File: src/rtl/serial_subtractor_pkg.sv
// rtl/serial_subtractor_pkg.sv - shared state encoding and sizing helpers for the bit-serial subtractor
package serial_subtractor_pkg;

  // Code 2'd3 is never entered; the FSM treats it like IDLE.
  typedef enum logic [1:0] {
    S_IDLE = 2'd0,
    S_RUN  = 2'd1,
    S_DONE = 2'd2
  } state_e;

  function automatic int cnt_width(input int width);
    return (width <= 2) ? 1 : $clog2(width);
  endfunction

endpackage

File: src/rtl/serial_subtractor_full_subtractor.sv
// rtl/serial_subtractor_full_subtractor.sv - one-bit combinational full subtractor (a - b - bin)
module serial_subtractor_full_subtractor (
  input  logic a_i,
  input  logic b_i,
  input  logic bin_i,
  output logic d_o,
  output logic bout_o
);

  assign d_o    = a_i ^ b_i ^ bin_i;
  assign bout_o = (~a_i & b_i) | (~a_i & bin_i) | (b_i & bin_i);

endmodule

File: src/rtl/serial_subtractor.sv
// rtl/serial_subtractor.sv - LSB-first bit-serial WIDTH-bit subtractor with start/done handshake
module serial_subtractor
  import serial_subtractor_pkg::*;
#(
  parameter int WIDTH = 4
) (
  input  logic             clk_i,
  input  logic             rst_i,
  input  logic             start_i,
  input  logic [WIDTH-1:0] a_i,
  input  logic [WIDTH-1:0] b_i,
  input  logic             bin_i,
  output logic             ready_o,
  output logic             busy_o,
  output logic             done_o,
  output logic [WIDTH-1:0] diff_o,
  output logic             bout_o
);

  localparam int               CNT_W    = cnt_width(WIDTH);
  localparam logic [CNT_W-1:0] LAST_CNT = CNT_W'(WIDTH - 1);

  state_e           state_q;
  logic [CNT_W-1:0] cnt_q;
  logic [WIDTH-1:0] a_sh_q;
  logic [WIDTH-1:0] b_sh_q;
  logic [WIDTH-1:0] acc_q;
  logic [WIDTH-1:0] diff_q;
  logic             br_q;
  logic             bout_q;
  logic             ready_q;
  logic             busy_q;
  logic             done_q;

  logic             bit_d;
  logic             br_d;
  logic [WIDTH-1:0] acc_d;

  serial_subtractor_full_subtractor u_fs (
    .a_i   (a_sh_q[0]),
    .b_i   (b_sh_q[0]),
    .bin_i (br_q),
    .d_o   (bit_d),
    .bout_o(br_d)
  );

  // Partial result fills from the MSB so the last bit lands the word in place.
  always_comb begin
    acc_d            = acc_q >> 1;
    acc_d[WIDTH-1]   = bit_d;
  end

  always_ff @(posedge clk_i) begin
    if (rst_i) begin
      state_q <= S_IDLE;
      cnt_q   <= '0;
      a_sh_q  <= '0;
      b_sh_q  <= '0;
      acc_q   <= '0;
      diff_q  <= '0;
      br_q    <= 1'b0;
      bout_q  <= 1'b0;
      ready_q <= 1'b1;
      busy_q  <= 1'b0;
      done_q  <= 1'b0;
    end else begin
      done_q <= 1'b0;
      case (state_q)
        S_RUN: begin
          a_sh_q <= a_sh_q >> 1;
          b_sh_q <= b_sh_q >> 1;
          br_q   <= br_d;
          acc_q  <= acc_d;
          cnt_q  <= cnt_q + CNT_W'(1);
          if (cnt_q == LAST_CNT) begin
            state_q <= S_DONE;
            diff_q  <= acc_d;
            bout_q  <= br_d;
            done_q  <= 1'b1;
            ready_q <= 1'b1;
            busy_q  <= 1'b0;
          end
        end
        default: begin
          // IDLE and DONE both accept a new request; DONE chains straight into RUN.
          if (start_i) begin
            state_q <= S_RUN;
            a_sh_q  <= a_i;
            b_sh_q  <= b_i;
            br_q    <= bin_i;
            cnt_q   <= '0;
            ready_q <= 1'b0;
            busy_q  <= 1'b1;
          end else begin
            state_q <= S_IDLE;
          end
        end
      endcase
    end
  end

  assign ready_o = ready_q;
  assign busy_o  = busy_q;
  assign done_o  = done_q;
  assign diff_o  = diff_q;
  assign bout_o  = bout_q;

endmodule

File: config.mk
export PLATFORM = sky130hd
export DESIGN_NAME = serial_subtractor
export DESIGN_NICKNAME = d
export VERILOG_FILES = /design/src/rtl/serial_subtractor_pkg.sv /design/src/rtl/serial_subtractor_full_subtractor.sv /design/src/rtl/serial_subtractor.sv
export SDC_FILE = /design/constraint.sdc
export NUM_CORES = 1
export LEC_CHECK = 0
export CAP_MARGIN = 10
export CORE_MARGIN = 4
export CORE_UTILIZATION = 49
export CTS_CLUSTER_DIAMETER = 50
export DETAILED_ROUTE_END_ITERATION = 16
export PLACE_DENSITY = 0.78
export SLEW_MARGIN = 20
export SYNTH_ARGS = -nofsm -noshare
export SYNTH_HDL_FRONTEND = slang
export SYNTH_SLANG_ARGS = --single-unit
File: constraint.sdc
create_clock -name clk_i -period 1.6 [get_ports clk_i]
set_clock_uncertainty 0.2 [all_clocks]
set_input_delay 0.32 -clock clk_i [delete_from_list [all_inputs] [get_ports clk_i]]
set_output_delay 0.32 -clock clk_i [all_outputs]
set_load 0.02 [all_outputs]
==> qor.csv <==
stage,metric,value,unit
detailed_routing,num_vias,779,
floorplan,die_y,53.6,um
critical_path,cp_top_family,flip-flops,
timing,relSlewSlack,79.9,%
timing,worst-slew-pin-transition,0.301,ns
detailed_routing,routedWlPerCell,11.9,um
detailed_routing,ant_nets,0,
detailed_routing,met2_length,968,um
detailed_routing,first_pass_iters,4,
detailed_routing,highest_layer,met4,
finish,antenna_cells,0,
global_routing,grt_pass1_wl,3.06,mm
finish,area_growth,25.7,%
global_routing,grt_overflow,0,
global_routing,antenna_found_initial,0,
critical_path,worstSetupEndpointType,output pin,
critical_path,path_class,reg2out,
critical_path,start_kind,flop,
yosys,syn_avg_cell_area,10.0,um^2
yosys,synth_fp_nets,116,
floorplan,rows,16,
critical_path,arrival,1.02,ns
flow_run,drv_cap,0,
critical_path,critPathMaxStageDelay,0.36,ns
hold_path,hp-class,reg2reg,
clock_tree,clock_path_buffers,2,
detailed_routing,wl_met3,110,um
clock_tree,htreeDepth,1,
finish,nets,139,
detailed_routing,wl,1.80,mm
yosys,yosysWarnings,0,
critical_path,required,1.08,ns
yosys,syn_inst,102,
global_routing,grt_pass1_vias,725,
clock_tree,root_buffer,clkbuf_4,
floorplan,dieArea,2880,um^2
yosys,syn_area,1020,um^2
power,power,1250,uW
timing,fin_ws,0.0636,ns
placed_design,place.gp.congestion,0.719,
timing,whs,0.268,ns
clock_tree,cts.repair_timing.setup_buffer_count,0,
global_routing,grt_start_max_net_pins,15,
critical_path,crit_chain,dlygate4sd2_1,
placed_design,hpwlAfterDp,1.39,mm
yosys,synth-seq-area-share,47.1,%
power,p_per_area,977,nW/um^2
detailed_routing,met1Wirelength,714,um
status,outcome,"finished, final reports clean",
yosys,ys_seq_elements,24,
timing,timing.fmax,651,MHz
timing,period_share,96.0,%
critical_path,cpMaxStageDelayCell,dfxtp_1,
critical_path,cp_max_fo,2,
finish,utilization,65.4,%
detailed_routing,drt_drc_violations_left,0,
placed_design,placed_cells,147,
clock_tree,cts_tree,built,
finish,stdcell_count,151,
finish,drive_gt1_share,16.9,%
clock_tree,cts.sinks,24,
timing,hold_violations,0,
floorplan,core_area,1960,um^2
floorplan,start_util,52.0,%
timing,final_max_slew_viol_count,0,
global_routing,grt_usage,14.5,%
clock_tree,numCtsBuffers,3,
floorplan,die_w,53.6,um
timing,rsz0062_at_grt,false,
floorplan,ioPinCount,20,
timing,fin_crit,1.54,ns
detailed_routing,via_per_inst,5.16,
detailed_routing,drt_iter0_markers,12,
critical_path,cp.buffers_inverters,1,
timing,setup_violations,0,
yosys,yosysUniqueCellTypes,22,
clock_tree,clock_latency,0.31,ns
power,max-vdd-ir-drop,0.000586,V
placed_design,io_buffers,19,
placed_design,place_ws,-0.0368,ns
power,p_leak,0.000537,uW
clock_tree,cts.reportedPaths.clkPinSlew,0.13,ns
## cell usage in the layout, fill, tap and decap left out
master           instances
a211oi_2                 9
a21oi_1                  8
a22oi_1                  1
a31oi_1                  1
and3b_1                  1
buf_12                   1
buf_4                    7
bufinv_16                1
clkbuf_4                 3
clkdlybuf4s50_1         11
dfxtp_1                 24
dlygate4sd2_1            8
fa_1                     1
ha_1                     1
inv_1                    2
mux2i_1                  9
nand2_1                 13
nand2b_1                 2
nand3b_1                 3
nor2_1                  13
nor2b_1                  1
nor3_1                   3
o21ai_1                  1
## sequential cells by signal (all words and copies together), names as in the netlist
signal and cells:
busy_o 1, bout_o 1, ready_o 1, diff_o 4, br_q 1, cnt_q 2
state_q 2, done_o 1, a_sh_q 4, acc_q 3, b_sh_q 4
## synthesized netlist by cell type
cell / count / area [um^2]
buf_4: 3 / 22.5
clkbuf_4: 1 / 7.51
and3b_1: 1 / 8.76
nand2_1: 13 / 48.8
nand2b_1: 2 / 12.5
a31oi_1: 1 / 6.26
a211oi_2: 9 / 113
nor2_1: 13 / 48.8
nor3_1: 3 / 15.0
nand3b_1: 3 / 22.5
buf_6: 1 / 11.3
dfxtp_1: 24 / 480
buf_12: 1 / 20.0
a22oi_1: 1 / 7.51
nor2b_1: 1 / 6.26
inv_1: 2 / 7.51
ha_1: 1 / 12.5
o21ai_1: 1 / 5.00
mux2i_1: 9 / 90.1
buf_2: 3 / 15.0
fa_1: 1 / 20.0
a21oi_1: 8 / 40.0
## path summary, 6_finish.rpt
path | from | end | slack (ns) | cells past startpoint
setup / recovery | diff_o[1]$_SDFFE_PP0P_ | diff_o[1] | 0.06 | 1
hold / removal | acc_q[1]$_SDFFE_PP0P_ | acc_q[1]$_SDFFE_PP0P_ | 0.27 | 2
setup reg to reg | cnt_q[0]$_SDFFE_PP0P_ | diff_o[3]$_SDFFE_PP0P_ | 0.17 | 4
hold reg to reg | acc_q[1]$_SDFFE_PP0P_ | acc_q[1]$_SDFFE_PP0P_ | 0.27 | 2
## metal layers
layer / vias up / GRT usage [%]
li1: 389 / -
met2: 16 / 27.3
met5: - / 0
met4: 0 / 5.11
met3: 2 / 2.49
met1: 372 / 16.2
## cell type report
cell class,count,area (um^2)
repair buffers,27,253
clock buffers,3,22.5
multi-input cells,67,457
inverters,2,7.51
fillers,178,678
flip-flops and latches,24,480
clock inverters,1,30.0
well taps,27,33.8
## timing repair
| item | in CTS | in global routing |
|---|---|---|
| hold buffers | 0 | 0 |
| gates resized for setup | 8 | 0 |
| setup endpoints to repair | 8 | 0 |
## kinds of logic (layout without fill, tap and decap cells)
kind of cell	Yosys count	after routing	synth area share, %
AND/OR/NAND/NOR	36	36	15.9
flip-flops	24	24	47.1
AO/OA/AOI/OAI	20	20	16.8
buffers and inverters	11	33	8.21
multiplexers	9	9	8.82
adder cells (fa/ha/maj)	2	2	3.19
## per-stage QoR
step	TNS [ns]	area (um^2)
6_report	0	1280
5_1_grt	0	1280
4_1_cts	0	1280
3_5_place_dp	-0.145	1240
3_3_place_gp	-0.00764	1240
2_1_floorplan	0	1020
## power breakdown
part,internal [uW],switching (uW),total [uW]
logic,93.1,82.9,176
clock network,253,178,431
registers,629,18.0,647
total,975,279,1250
Power figures use the tool's default switching activity.
